--- src/rtl/modulo_05.sv ---
// modulo_05: two-digit multiplexed 7-segment display for the SECDED stage.
// It latches its inputs once per frame and blanks the display between digits.
module modulo_05 #(
    parameter int CLK_HZ      = 27000000,
    parameter int REFRESH_HZ  = 1000,
    parameter int BLANK_CYC   = 16,
    parameter int BLINK_HZ    = 2,
    parameter bit ACTIVO_BAJO = 1'b1
) (
    input  logic       clk,
    input  logic       rst,
    input  logic [4:0] w_corregida_b4,
    input  logic [3:0] pos_error,
    output logic [1:0] anodo,
    output logic [6:0] seg,
    output logic       led_corr,
    output logic       led_doble
);
    localparam int DIV  = CLK_HZ / (2 * REFRESH_HZ);
    localparam int BDIV = CLK_HZ / (2 * BLINK_HZ);
    localparam int CW   = $clog2(DIV + 1);
    localparam int BW   = $clog2(BDIV + 1);

    if (DIV <= BLANK_CYC) begin : g_chk
        $error("modulo_05: DIV must be greater than BLANK_CYC");
    end

    typedef enum logic [1:0] {S_BLANK0, S_DIG0, S_BLANK1, S_DIG1} state_t;

    state_t        state, state_n;
    logic [CW-1:0] cnt;
    logic [BW-1:0] bcnt;
    logic          blink, blink_n, wrap, last, fresh, capture;
    logic [4:0]    sh_w, sh_w_n;
    logic [3:0]    sh_p, sh_p_n, digit;
    logic [6:0]    seg_hi;
    logic [1:0]    an_hi;

    function automatic logic [6:0] glyph(input logic [3:0] v);
        case (v)
            4'h0: glyph = 7'h3F;
            4'h1: glyph = 7'h06;
            4'h2: glyph = 7'h5B;
            4'h3: glyph = 7'h4F;
            4'h4: glyph = 7'h66;
            4'h5: glyph = 7'h6D;
            4'h6: glyph = 7'h7D;
            4'h7: glyph = 7'h07;
            4'h8: glyph = 7'h7F;
            4'h9: glyph = 7'h6F;
            4'hA: glyph = 7'h77;
            4'hB: glyph = 7'h7C;
            4'hC: glyph = 7'h39;
            4'hD: glyph = 7'h5E;
            4'hE: glyph = 7'h79;
            default: glyph = 7'h71;
        endcase
    endfunction

    always_comb begin
        last    = cnt == ((state == S_BLANK0 || state == S_BLANK1) ? CW'(BLANK_CYC - 1)
                                                                   : CW'(DIV - BLANK_CYC - 1));
        state_n = last ? state_t'(state + 2'd1) : state;
        wrap    = bcnt == BW'(BDIV - 1);
        blink_n = blink ^ wrap;
        // fresh covers the first cycle after reset; otherwise capture on frame wrap
        capture = fresh || (state == S_DIG1 && last);
        sh_w_n  = capture ? w_corregida_b4 : sh_w;
        sh_p_n  = capture ? pos_error : sh_p;
        digit   = state_n == S_DIG0 ? sh_w_n[3:0] : sh_p_n;
        an_hi   = {state_n == S_DIG1, state_n == S_DIG0};
        seg_hi  = an_hi == 2'b00 ? 7'h00 : sh_w_n[4] ? (blink_n ? 7'h79 : 7'h00) : glyph(digit);
    end

    always_ff @(posedge clk) begin
        if (rst) begin
            state     <= S_BLANK0;
            cnt       <= '0;
            bcnt      <= '0;
            blink     <= 1'b0;
            fresh     <= 1'b1;
            sh_w      <= '0;
            sh_p      <= '0;
            anodo     <= {2{ACTIVO_BAJO}};
            seg       <= {7{ACTIVO_BAJO}};
            led_corr  <= 1'b0;
            led_doble <= 1'b0;
        end else begin
            state     <= state_n;
            cnt       <= last ? '0 : cnt + 1'b1;
            bcnt      <= wrap ? '0 : bcnt + 1'b1;
            blink     <= blink_n;
            fresh     <= 1'b0;
            sh_w      <= sh_w_n;
            sh_p      <= sh_p_n;
            anodo     <= ACTIVO_BAJO ? ~an_hi : an_hi;
            seg       <= ACTIVO_BAJO ? ~seg_hi : seg_hi;
            led_corr  <= sh_p != 4'd0 && !sh_w[4];
            led_doble <= sh_w[4];
        end
    end
endmodule
--- config.mk ---
export PLATFORM = sky130hd
export DESIGN_NAME = modulo_05
export DESIGN_NICKNAME = d
export VERILOG_FILES = /design/src/rtl/modulo_05.sv
export SDC_FILE = /design/constraint.sdc
export NUM_CORES = 1
export LEC_CHECK = 0
export BUFFER_PORTS_ARGS = -buffer_cell sky130_fd_sc_hd__buf_2
export CAP_MARGIN = 20
export CELL_PAD_IN_SITES_DETAIL_PLACEMENT = 1
export CELL_PAD_IN_SITES_GLOBAL_PLACEMENT = 2
export CORE_MARGIN = 5
export CORE_UTILIZATION = 42
export CTS_BUF_LIST = sky130_fd_sc_hd__clkbuf_8
export DETAILED_ROUTE_END_ITERATION = 12
export GPL_ROUTABILITY_DRIVEN = 0
export PLACE_DENSITY = 0.95
export SKIP_CTS_REPAIR_TIMING = 1
export SLEW_MARGIN = 10
export SYNTH_ARGS = -nofsm -noshare
export SYNTH_HDL_FRONTEND = slang
export SYNTH_SLANG_ARGS = --single-unit
--- constraint.sdc ---
create_clock -name clk -period 8.1 [get_ports clk]
set_input_delay 1.215 -clock clk [delete_from_list [all_inputs] [get_ports clk]]
set_output_delay 1.215 -clock clk [all_outputs]
set_load 0.03 [all_outputs]
==> metrics.txt, run 1 <==
Hold Path Sink bcnt[0]$_SDFF_PP0_; share of cells above drive strength 1 between 15 and 20%; Synth top area share a little under half; Peak Freq a little under 0.3 GHz; CTS tree done; FF/Latch Area between 1000 and 1500 um^2; post-route insts no fill between 300 and 400; clock tree buffer depth 2; DP HPWL 3860 um; DRT Wirelength 5480 um; GR Util met1 a little under a fifth; first-pass GRT wire length ~9500 um; RSZ-0062 raised after global routing no; fin. max-slew vios 0; synth top area cells dfxtp_1 (45%), nor2_1 (8.4%), xor2_1 (7.5%), mux2i_1 (7.1%), ha_1 (4.2%); synth unique cells 38; hold crit path type reg2reg; Worst Setup SP cnt[0]$_SDFF_PP0_; leakage power figure between 1 and 1.5 nW; Rel. slew slack 46.0%; Synth Cell Area about 2700 um^2; PortBufs 21; R2R setup slack 4.73 ns; fraction of registers with async set/reset 0%; Die Span Y approximately 90 um; worst setup margin between 4 and 5 ns; grt ovf 0; flops & latches, synth around 60; nets 327; syn_nets about 300; pwr dens about 220 nW/um^2; Util after Layout between 40% and 50%; leading area contributor after synthesis dfxtp_1; post-DR wirelength/cell between 10 and 15 um; syn avg cell area about 9.5 um^2; # rows 29; EDFF count, synth 0; Setup Slack @ Placement around 4.7 ns; HP Start bcnt[0]$_SDFF_PP0_; crit share post-route between 40% and 50%; RR Startpoint cnt[0]$_SDFF_PP0_; Final Hold Fails 0; Final Setup Violations 0; CTS clk-pin slew, worst paths 0.07 ns; via count around 2000; CP arrival approximately 3.6 ns; run status completed; area delta synth->final 15.0%; Worst Hold Path Cells 1; register area share after synthesis between 40% and 50%; crit path kind reg2reg; Placed Cells 373; DR pass1 iterations 4; CTS Buf Count 9; cell depth of the worst flop-to-flop path 11; Die Wd 90.0 um; # IOs 22; clock sink count 61; Slew @ Worst Pin 0.809 ns; maximum VDD drop ~0.14 mV; Via density between 5 and 6; met3 Usage GRT under 10%; Synth Instances about 280; CP max FO 12; CTS root buffer clkbuf_8; YS warnings 0; GRT busiest layer met2; Sum Neg Setup Slack 0 ns; H-tree Lvls 3; area occupied by multi-input gates ~1400 um^2; drt first-iter violations 48; Max Cap Viol 0; Synth top cells by count dfxtp_1 (61), nor2_1 (60), xor2_1 (23); Crit path required time around 8.3 ns; RR Endpoint seg[4]$_SDFF_PP1_; Critical Path Sink Type register; Core Box Area roughly 6300 um^2; Routed Antenna Nets 0; clk_lat worst skew 0.33 ns; total global-route track usage between 10% and 20%; initial antenna violation count 0; die area between 8000 and 9000 um^2; largest net degree at the start of global routing 24; met2 Track Usage GR between 20% and 30%; fin crit period around 3.4 ns; top-count cell post-synth dfxtp_1; critical path launch point type register; Starting Density between 40% and 50%; clk_skew roughly 0.0083 ns; Synth Flop Type dfxtp_1; Filler cells roughly 750; vias in the first global route roughly 2000; Ant. Diodes 0; DRC 0
metrics by stage:
step                      hold slack, ns  instance area, um^2  power, mW
final                              0.455                 3090      0.685
after CTS                          0.460                 3090      0.697
after floorplan                    0.418                 2690      0.350
after detailed placement           0.449                 2840      0.360
after global placement             0.428                 2840      0.358
after global routing               0.482                 3090      0.715
layer usage:
layer  share of wire (%)  vias to the layer above
met2                  46                       28
met3                 3.0                        9
met5                   0                        -
met1                  49                      951
li1                    -                     1005
met4                 1.7                        0
placed cells by master (no fill, tap or decap), drive strengths merged, types with 6 or more instances in the layout:
cell type	instances
dfxtp	61
nor2	60
xor2	23
nand3	21
buf	21
mux2i	19
nand2	17
xnor2	12
clkbuf	11
ha	9
inv	6
and3	6
where the power goes:
part           leakage (nW)  switching (mW)  internal (mW)
clock                 0.125           0.113          0.219
sequential            0.495         0.00429          0.306
combinational         0.599          0.0251         0.0174
total                  1.22           0.143          0.543
worst max-delay path, stage by stage, from the launching register on:
cell	delay, ns
dfxtp_1	0.33
ha_1	0.24
nor4b_2	0.16
nand3_1	0.14
a21oi_4	0.07
a21oi_2	0.64
mux2i_1	0.20
mux2i_1	0.45
inv_1	0.19
ha_1	0.23
or4b_1	0.51
o311ai_0	0.11
registers in the layout, indices dropped and copies added, names as in the netlist:
| register | cells |
|---|---|
| led_doble | 1 |
| state | 2 |
| fresh | 1 |
| anodo | 2 |
| sh_w | 5 |
| cnt | 14 |
| bcnt | 23 |
| led_corr | 1 |
| blink | 1 |
| sh_p | 4 |
| seg | 7 |
how the worst max path moves through the flow:
stage	cells after the start	endpoint	slack [ns]
global route	11	seg[4]$_SDFF_PP1_	4.47
floorplan	10	seg[4]$_SDFF_PP1_	5.17
finish	11	seg[4]$_SDFF_PP1_	4.73
CTS	11	seg[4]$_SDFF_PP1_	4.72
detailed placement	11	seg[4]$_SDFF_PP1_	4.73
global placement	11	seg[4]$_SDFF_PP1_	4.89
final cells by class:
cell class | instances | area share, %
clock buffers | 11 | 4.90
clock inverters | 4 | 3.08
inverters | 6 | 0.729
multi-input cells | 208 | 45.2
flip-flops and latches | 61 | 39.5
well taps | 77 | 3.12
repair buffers | 21 | 3.40
kinds of logic (layout without fill, tap and decap cells):
group           count (synthesis)  count (layout)  synth area share (%)
simple gates                  128             128                  22.6
flops                          61              61                  45.5
xor+xnor                       35              35                  11.4
mux                            25              25                  10.4
buf+inv                        15              42                  2.56
compound gates                 11              11                  3.31
fa+ha+maj                       9               9                  4.19
No activity file was read; power rests on OpenSTA's default activity.
==> inputs of run 2 (changes only) <==
Settings changed: CORE_UTILIZATION 42 to 39, PLACE_DENSITY 0.95 to 0.9.
Clock period 8.1 ns to 3.4 ns, I/O delays scaled along.
==> run 2 against run 1 <==
Net effect:
- core utilization is 3.0 points lower
- die area is 6.8% higher
- critical path type unchanged
- critical endpoint unchanged
- setup slack worse by 4.5 ns
==> metrics.txt, run 2 (synthesized netlist as in run 1, its figures left out) <==
run status completed; commonest non-fill, non-tap cell in the layout dfxtp_1; drt first-iter violations 37; largest net degree at the start of global routing 24; hold crit path type in2reg; GRT busiest layer met2; met2 Track Usage GR roughly 25%; CTS tree done; CP max FO 11; die area about 8600 um^2; initial antenna violation count 0; H-tree Lvls 3; CP arrival 3.42 ns; met3 Usage GRT under 10%; pwr dens between 500 and 600 nW/um^2; CTS clk-pin slew, worst paths ~0.070 ns; Peak Freq approximately 0.31 GHz; DP HPWL ~3900 um; share of cells above drive strength 1 16.9%; critical path launch point type register; DRT Wirelength ~5700 um; clk_skew roughly 0.0069 ns; biggest regs bcnt (23), cnt (14), seg (7); # IOs 22; Routed Antenna Nets 0; CTS Buf Count 9; RSZ-0062 raised after global routing no; GR Util met1 17.0%; first-pass GRT wire length 10000 um; PortBufs 21; Final Hold Fails 0; Finished Cell Area about 3100 um^2; clock sink count 61; leakage power figure around 1.2 nW; maximum VDD drop 0.289 mV; fin. max-slew vios 0; Largest register FFs 23; Ant. Diodes 0; Crit path required time 3.64 ns; crit path kind reg2reg; Slew @ Worst Pin 0.621 ns; Biggest register bcnt; grt ovf 0; Final Setup Violations 0; post-route insts no fill about 400; clk_lat worst skew between 0.3 and 0.4 ns; Core Box Area a little under 7000 um^2; Placement Cell Area around 2900 um^2; area delta synth->final 16.1%; worst setup margin about 0.22 ns; Max Cap Viol 0; DR pass1 iterations 5; total global-route track usage between 10% and 20%; via count around 2000; Tot Pwr around 1.6 mW; nets 330; Placed Cells roughly 380; vias in the first global route approximately 2200; most frequent cells in the layout dfxtp_1 (61), nor2_1 (60), xor2_1 (23); post-DR wirelength/cell 14.4 um; Die Span Y a little over 90 um; # rows 30; Setup Slack @ Placement between 0.15 and 0.2 ns; Rel. slew slack roughly three fifths; clock tree buffer depth 2; Via density a little over 5; Starting Density about two fifths; fin crit period 3.18 ns; Sum Neg Setup Slack 0 ns; crit share post-route between 90% and 100%; Die Wd 93.0 um; CTS root buffer clkbuf_8; DRC 0; Critical Path Sink Type register
==> run 2: cell count changes in the layout (fill, tap and decap cells not counted) <==
cell     delta
buf_4       +3
mux2i_2     +1
mux2i_1     -1
==> run 2: area by class of cell <==
class / count / area, um^2
clock buffer: 11 / 151
clock inverter: 4 / 95.1
fill: 796 / 3640
inverter: 6 / 22.5
multi-input combinational: 208 / 1400
sequential: 61 / 1220
tap: 80 / 100
timing repair buffer: 24 / 128
==> run 2: worst max-delay path, cell delays in order, from the launching register on <==
cell      delay [ns]
dfxtp_1         0.39
ha_1            0.23
nor4b_2         0.25
nand3_1         0.20
a21oi_4         0.25
mux2i_2         0.45
mux4_2          0.70
or4b_1          0.49
o311ai_0        0.10
==> run 2: final timing paths <==
| kind | start | to | slack (ns) | cells after the start |
|---|---|---|---|---|
| worst min-delay path | w_corregida_b4[0] | sh_w[0]$_SDFF_PP0_ | 0.43 | 3 |
| worst min register to register | bcnt[0]$_SDFF_PP0_ | bcnt[0]$_SDFF_PP0_ | 0.45 | 1 |
| worst max register to register | cnt[0]$_SDFF_PP0_ | seg[4]$_SDFF_PP1_ | 0.22 | 8 |
| worst max-delay path | cnt[0]$_SDFF_PP0_ | seg[4]$_SDFF_PP1_ | 0.22 | 8 |
==> run 2: per-stage QoR <==
stage / util, % / hold slack (ns)
6_report: 46.1 / 0.427
5_1_grt: 46.1 / 0.430
4_1_cts: 46.1 / 0.418
3_5_place_dp: 42.4 / 0.439
3_3_place_gp: 42.4 / 0.432
2_1_floorplan: - / 0.418
==> run 2: report_power, final <==
part / leakage, nW / switching [mW] / total (mW) / internal, mW
sequential: 0.495 / 0.0105 / 0.740 / 0.729
combinational: 0.615 / 0.0615 / 0.106 / 0.0443
clock: 0.125 / 0.280 / 0.802 / 0.522
total: 1.24 / 0.352 / 1.65 / 1.30
==> run 2: metal layers <==
metal | up-vias | wire [um]
li1 | 1007 | -
met3 | 14 | 160
met2 | 25 | 2750
met4 | 0 | 164
met5 | - | 0
met1 | 969 | 2580
==> inputs of run 3 (changes only) <==
Settings changed: REMOVE_ABC_BUFFERS set to 1.
==> run 3 against run 2 <==
Net effect:
- sequential cell count stayed put
- count of clock-buffer cells in the layout unchanged
- clock skew about the same
- largest cell class unchanged
- largest power group is now registers
==> metrics.txt, run 3 (synthesized netlist as in run 1, its figures left out) <==
hold slack approximately 0.43 ns; CTS tree done; Via density 5.02; run status completed; Die Span Y slightly above 90 um; leakage power figure ~1.2 nW; Core Box Area ~6800 um^2; crit share post-route between 80 and 90%; PortBufs 21; commonest non-fill, non-tap cell in the layout dfxtp_1; Sum Neg Setup Slack 0 ns; share of cells above drive strength 1 15.9%; post-route insts no fill between 300 and 400; clk_skew approximately 0.0065 ns; fin. max-slew vios 0; vias in the first global route 2039; Ant. Diodes 0; Max Cap Viol 0; Routed Antenna Nets 0; Placement Cell Area between 2000 and 3000 um^2; DRC 0; clock sink count approximately 60; RSZ-0062 raised after global routing no; critical path launch point type register; crit path kind reg2reg; CP max FO 8; nets around 330; Critical Path Sink Type register; Slew @ Worst Pin between 0.5 and 0.6 ns; Rel. slew slack a little over three fifths; Die Wd 93.0 um; drt first-iter violations 18; largest net degree at the start of global routing 24; total global-route track usage ~14%; # rows 30; pwr dens 481 nW/um^2; Crit path required time approximately 3.6 ns; # IOs 22; CP arrival roughly 3.2 ns; grt ovf 0; via count approximately 2000; clk_lat worst skew around 0.34 ns; area delta synth->final 14.2%; maximum VDD drop approximately 0.22 mV; Final Setup Violations 0; H-tree Lvls 3; DR pass1 iterations 4; hold crit path type in2reg; Finished Cell Area 3070 um^2; Final Hold Fails 0; Starting Density 39.8%; Placed Cells 380; most frequent cells in the layout dfxtp_1 (61), nor2_1 (60), xor2_1 (23); die area 8650 um^2; DRT Wirelength ~5400 um; Biggest register bcnt; post-DR wirelength/cell roughly 14 um; Filler cells 790; clock tree buffer depth 2; CTS Buf Count 9; first-pass GRT wire length 9500 um; CTS clk-pin slew, worst paths about 0.07 ns; fin crit period 2.97 ns; Largest register FFs 23; DP HPWL between 4000 and 5000 um; Peak Freq approximately 0.34 GHz; Tot Pwr 1.48 mW; CTS root buffer clkbuf_8; biggest regs bcnt (23), cnt (14), seg (7); initial antenna violation count 0
==> run 3: power by group <==
| part | switching (mW) | internal (mW) |
|---|---|---|
| sequential | 0.0100 | 0.729 |
| clock | 0.267 | 0.367 |
| combinational | 0.0602 | 0.0431 |
==> run 3: routing by layer <==
metal  global-route usage [%]  vias to the layer above  routed length (um)
li1                         -                     1009                   -
met1                     16.6                      943                2560
met2                     22.6                       21                2560
met3                     4.02                       11                 177
met4                     8.06                        0                 137
met5                        0                        -                   0
==> run 3: path summary, 6_finish.rpt <==
kind | start | to | slack (ns) | depth (start not counted)
setup / recovery | cnt[0]$_SDFF_PP0_ | seg[4]$_SDFF_PP1_ | 0.43 | 12
setup reg to reg | cnt[0]$_SDFF_PP0_ | seg[4]$_SDFF_PP1_ | 0.43 | 12
hold / removal | pos_error[3] | sh_p[3]$_SDFF_PP0_ | 0.43 | 3
hold reg to reg | bcnt[0]$_SDFF_PP0_ | bcnt[0]$_SDFF_PP0_ | 0.46 | 1
==> run 3: area by class of cell <==
type	count	area, um^2	area share (%)
clock buffers	11	151	4.93
clock inverters	4	41.3	1.35
inverters	6	22.5	0.734
multi-input cells	208	1400	45.5
flip-flops and latches	61	1220	39.8
well taps	80	100	3.26
repair buffers	25	135	4.40
==> run 3: stage by stage <==
stage               util, %  worst slack (ns)
floorplan                 -             0.422
global placement       42.6             0.561
detailed placement     42.6             0.414
CTS                    45.4             0.400
global route           45.4             0.205
finish                 45.4             0.431
==> run 3: worst max-delay path, cell delays in order, from the launching register on <==
cell and delay (ns):
dfxtp_1 0.37, ha_1 0.22, nor4b_2 0.22, nand3_1 0.15, a21oi_4 0.22, a21oi_2 0.15, buf_4 0.21, mux2i_1 0.15
mux2i_1 0.23, inv_1 0.13, ha_1 0.21, or4b_1 0.50, o311ai_0 0.10
